## src/rtl/fifo_pkg.sv

```systemverilog
// Shared types for the vector FIFO array: one vector of signed components
// and the read-side state encoding.
package fifo_pkg;

   localparam int VEC_DATA_WIDTH = 32;
   localparam int VEC_ARRAY_SIZE = 3;

   typedef logic signed [VEC_ARRAY_SIZE-1:0][VEC_DATA_WIDTH-1:0] vec_t;

   typedef enum logic {
      FILL = 1'b0,
      HOLD = 1'b1
   } rd_state_t;

endpackage

```

## src/rtl/vec_fifo_group_reader.sv

```systemverilog
// Pops vectors from a show-ahead FIFO array and packs GROUP_SIZE consecutive
// vectors into one beat on a valid/ready stream (slot 0 = oldest vector).
module vec_fifo_group_reader
   import fifo_pkg::*;
#(
   parameter int DATA_WIDTH = 32,
   parameter int ARRAY_SIZE = 3,
   parameter int GROUP_SIZE = 3,
   parameter int CNT_WIDTH  = 16
) (
   input  logic                                                clock,
   input  logic                                                reset,
   input  logic                                                fifo_empty,
   output logic                                                fifo_rd_en,
   input  logic [ARRAY_SIZE-1:0][DATA_WIDTH-1:0]               fifo_dout,
   input  logic                                                flush,
   output logic                                                out_valid,
   input  logic                                                out_ready,
   output logic [GROUP_SIZE-1:0][ARRAY_SIZE-1:0][DATA_WIDTH-1:0] out_data,
   output logic [CNT_WIDTH-1:0]                                out_count,
   output logic                                                busy
);

   // One spare bit keeps idx legal even when GROUP_SIZE==1.
   localparam int IDX_W = $clog2(GROUP_SIZE) + 1;
   localparam logic [IDX_W-1:0] LAST_IDX = IDX_W'(GROUP_SIZE - 1);

   rd_state_t            state_q;
   logic [IDX_W-1:0]     idx_q;
   logic                 out_valid_q;
   logic [CNT_WIDTH-1:0] count_q;
   logic                 pop;
   logic                 xfer;

   assign xfer = out_valid_q && out_ready;
   assign pop  = !fifo_empty && reset && !flush &&
                 ((state_q == FILL) || ((state_q == HOLD) && out_ready));

   assign fifo_rd_en = pop;
   assign out_valid  = out_valid_q;
   assign out_count  = count_q;
   assign busy       = (state_q == FILL) && (idx_q != '0);

   always_ff @(posedge clock) begin
      if (!reset) begin
         state_q     <= FILL;
         idx_q       <= '0;
         out_valid_q <= 1'b0;
         count_q     <= '0;
      end else begin
         if (xfer) begin
            count_q <= count_q + CNT_WIDTH'(1);
         end
         if (flush) begin
            state_q     <= FILL;
            idx_q       <= '0;
            out_valid_q <= 1'b0;
         end else begin
            case (state_q)
               FILL: begin
                  if (pop) begin
                     if (idx_q == LAST_IDX) begin
                        idx_q       <= '0;
                        state_q     <= HOLD;
                        out_valid_q <= 1'b1;
                     end else begin
                        idx_q <= idx_q + IDX_W'(1);
                     end
                  end
               end
               HOLD: begin
                  if (xfer) begin
                     if (pop && (GROUP_SIZE == 1)) begin
                        state_q <= HOLD;
                     end else if (pop) begin
                        idx_q       <= IDX_W'(1);
                        state_q     <= FILL;
                        out_valid_q <= 1'b0;
                     end else begin
                        idx_q       <= '0;
                        state_q     <= FILL;
                        out_valid_q <= 1'b0;
                     end
                  end
               end
               default: begin
                  state_q     <= FILL;
                  idx_q       <= '0;
                  out_valid_q <= 1'b0;
               end
            endcase
         end
      end
   end

   // Slot 0 also reloads on a pop in HOLD so the next group starts without a bubble.
   for (genvar gi = 0; gi < GROUP_SIZE; gi++) begin : g_slot
      logic                                 load;
      logic [ARRAY_SIZE-1:0][DATA_WIDTH-1:0] slot_q;

      if (gi == 0) begin : g_first
         assign load = pop && ((state_q == HOLD) || (idx_q == '0));
      end else begin : g_rest
         assign load = pop && (state_q == FILL) && (idx_q == IDX_W'(gi));
      end

      always_ff @(posedge clock) begin
         if (!reset) begin
            slot_q <= '0;
         end else if (load) begin
            slot_q <= fifo_dout;
         end
      end

      assign out_data[gi] = slot_q;
   end

endmodule

```

## config.mk

```make
export PLATFORM = sky130hd
export DESIGN_NAME = vec_fifo_group_reader
export DESIGN_NICKNAME = d
export VERILOG_FILES = /design/src/rtl/fifo_pkg.sv /design/src/rtl/vec_fifo_group_reader.sv
export SDC_FILE = /design/constraint.sdc
export NUM_CORES = 1
export LEC_CHECK = 0
export CAP_MARGIN = 20
export CORE_MARGIN = 4
export CORE_UTILIZATION = 35
export CTS_BUF_LIST = sky130_fd_sc_hd__clkbuf_4
export DETAILED_ROUTE_END_ITERATION = 10
export GPL_TIMING_DRIVEN = 0
export PLACE_DENSITY = 0.68
export SLEW_MARGIN = 20
export SYNTH_ARGS = -nofsm -noshare
export SYNTH_HDL_FRONTEND = slang
export SYNTH_SLANG_ARGS = --single-unit
export TNS_END_PERCENT = 1
```

## constraint.sdc

```tcl
create_clock -name clock -period 4.3 [get_ports clock]
set_clock_uncertainty 0.1 [all_clocks]
set_input_delay 0.86 -clock clock [delete_from_list [all_inputs] [get_ports clock]]
set_output_delay 0.86 -clock clock [all_outputs]
set_load 0.02 [all_outputs]
```

==> reports/summary.txt <==
==================================================================================
Count of final max-slew check failures                                           0
Setup WS pre-CTS                                                            609 ps
Ports                                                                          408
Half-perimeter wire length after placement                                 29.7 mm
Fraction of the mapped netlist area in compound gates                        14.1%
Number of setup buffers added after CTS                                          0
DRC viols                                                                        0
Final standard cell area without fillers                              16,500 sq um
Worst-case hold slack                                                       352 ps
CTS clk-pin slew, worst paths                                                60 ps
Via density per instance                                                      4.81
Last weighted congestion value of the routability-driven placer              0.857
Delay of the slowest critical-path stage                                    690 ps
Worst setup slack after layout                                              579 ps
Number of distinct library cells after synthesis                                37
Worst Hold Depth                                                                 2
Starting utilization of the core area                                        35.6%
Cells taking the most area after synthesis                            sky130_fd_sc_hd__dfxtp_1, sky130_fd_sc_hd__nand2_1, sky130_fd_sc_hd__a21oi_1
First-pass GRT wire length                                                 61.0 mm
Total overflow reported by the global router                                     0
Crit-path slowest cell                                                sky130_fd_sc_hd__clkdlybuf4s50_1
Number of I/O port buffers                                                     407
Leakage dissipation                                                        5.57 nW
Core Area                                                             30,600 sq um
Max frequency                                                              269 MHz
Non-Filler Instances                                                         2,321
Vert. Die Dim                                                               184 um
Fraction of layout instances using a drive strength above 1                  8.43%
Setup repair after global routing missed its margin                             no
Final critical-path share of the clock period                                86.5%
Count of antenna-violating nets left after detailed routing                      0
CTS Hold Bufs                                                                    0
Endpoints failing hold                                                           0
Startpoint type of the worst setup path                               primary input
Dominant combinational cell family by area after synthesis            simple AND/OR/NAND/NOR gates
Setup_tns                                                                     0 ps
Total power per unit cell area                                         353 nW/um^2
Placement row count                                                             64
Via count                                                                   11,200
Slew at the pin closest to its max-slew limit                              1020 ps
Number of nets in the final layout                                           1,968
Number of clock buffers inserted by TritonCTS                                   83
Net count after synthesis                                                    1,476
Clock Tree Buf Depth                                                             3
Iteration count of the initial detailed-routing pass                             6
Count of H-tree levels built during CTS                                          3
Maximum VDD drop                                                            166 uV
Initial antenna violation count                                                  3
Min cycle time layout                                                      3720 ps
Largest net degree at the start of global routing                               14
Sequential-to-total area share from yosys stat                               56.9%
Endpoint class of the critical path                                    output port
Cell area after synthesis                                             10,900 sq um
Logic depth of the worst register-to-register path                               7
Adder and majority gate portion of the synthesized area                     0.115%
List of most frequent post-synthesis cells                            sky130_fd_sc_hd__nand2_1, sky130_fd_sc_hd__dfxtp_1, sky130_fd_sc_hd__a21oi_1, sky130_fd_sc_hd__clkbuf_1, sky130_fd_sc_hd__buf_2
Stages on the worst setup path                                                   4
DR WL/cell                                                                 17.4 um
Total wirelength of the detailed-routed design                             40.3 mm
Synth Area in Simple Gates                                                   23.5%
Relative max-transition margin                                               32.1%
Family of cells with the greatest summed delay on the critical path   buffers and inverters
Cell count after synthesis                                                   1,374
Most used cell, CP                                                    sky130_fd_sc_hd__clkdlybuf4s50_1
Post-placement cell count                                                    2,177
Area fraction of the dominant cell type after synthesis                      56.9%
DRC marker count from the first detailed-route iteration                       545
Max-capacitance violation count                                                  0
Area added between synthesis and finish                                      51.3%
Number of flops mapped to enable cells by yosys                                  0
Required @ worst endpoint                                                  3340 ps
Sequential cell area                                                    6190 sq um
Number of global-route vias before repair                                   10,800
Result of the run                                                     complete, no violations
Warnings, synthesis                                                              0
CTS tree                                                                       yes
# clock sinks                                                                  309
Clk_lat worst skew                                                          660 ps
Die Area                                                              34,000 sq um
Maximum fanout encountered on the critical timing path                           6
Worst hold-check path type                                              reg -> reg
Die width                                                                   184 um
Cts repair resizes                                                               0
Post-Synthesis Mean Instance Area                                       7.92 sq um
Count leader, synth                                                   sky130_fd_sc_hd__nand2_1
Total placed instance area                                            15,400 sq um
Area used by multi-input combinational logic                            4210 sq um
Combined buffer and inverter count along the critical path                       2
Ys flop type                                                          sky130_fd_sc_hd__dfxtp_1
Xor and xnor fraction of the mapped netlist area                            0.805%
Critical-path cell list                                               clkdlybuf4s50_1, nor3b_1, and2_1, clkdlybuf4s50_1
Critical path start-end classification                                   in -> out
Async set-or-reset flop fraction in the synthesized netlist                     0%
Total global-route track usage                                               22.7%
Count of final setup violators                                                   0
Register bit count reported by yosys                                           309
Share of cell area taken by muxes after synthesis                           0.195%
Worst endpoint data arrival time                                           2760 ps
Fill count                                                                   2,920
Layout Utilization                                                           53.8%
Largest area contributor in the netlist                               sky130_fd_sc_hd__dfxtp_1
Overall Power                                                              5.80 mW
Cell at the root of the clock tree                                    sky130_fd_sc_hd__clkbuf_4
==================================================================================
## path summary, 6_finish.rpt
path | end | slack [ps] | startpoint
setup / recovery | fifo_rd_en | 580 | reset
hold / removal | out_data[136] | 350 | out_data[136]
hold reg to reg | out_data[136] | 350 | out_data[136]
setup reg to reg | out_data[56] | 1820 | idx_q[0]
## routing by layer
layer	part of all wire [%]	track usage, %	up-vias
li1	-	-	5486
met1	42	28.2	5170
met2	46	36.5	425
met3	8.8	6.95	91
met4	3.8	9.61	0
met5	0	0	-
## cells by family after synthesis
| family | count (synthesis) |
|---|---|
| XOR/XNOR | 10 |
| AND/OR/NAND/NOR | 647 |
| multiplexers | 2 |
| buffers and inverters | 102 |
| AO/OA/AOI/OAI | 303 |
| flip-flops | 309 |
| adder cells (fa/ha/maj) | 1 |
## where the power goes
| group | switching [mW] | internal, mW | total, mW | leakage (nW) |
|---|---|---|---|---|
| sequential | 0.0170 | 2.89 | 2.91 | 2.49 |
| clock | 1.21 | 1.29 | 2.50 | 0.587 |
| combinational | 0.221 | 0.170 | 0.392 | 2.49 |
## cell type report
class / count / area share, %
Clock buffer: 114 / 5.20
Sequential cell: 309 / 37.6
Multi-Input combinational cell: 963 / 25.6
Timing Repair Buffer: 407 / 24.7
Buffer: 100 / 2.90
Inverter: 2 / 0.0456
Clock inverter: 27 / 0.920
Tap cell: 396 / 3.01
Antenna cell: 3 / 0.0456
## worst reg2reg max path: cells and delay by family (launching register included)
kind / cells / cell delay, ps
and+or+nand+nor: 2 / 200
AOI/OAI and AO/OA: 2 / 830
DFF: 1 / 300
buffers and inverters: 3 / 1030
## sequential cells by signal (all words and copies together), names as in the netlist
signal,count
out_data,288
out_count,16
idx_q,3
out_valid,1
state_q,1
## cell usage in the layout (no fill, tap or decap), drive strengths merged, types with 3 or more instances in the layout
cell           Yosys  final
and4               3      3
clkbuf            58    172
a21oi            295    295
nand3             13     13
xor2               8      8
nand2            587    587
diode              0      3
nand4              5      5
clkinv             1     23
nor2              15     15
buf               42     42
nand2b             4      4
nor3b              3      3
inv                1      3
dfxtp            309    309
nor3               5      5
clkdlybuf4s50      0    407
Note: power is estimated with default switching activity, not from simulation.
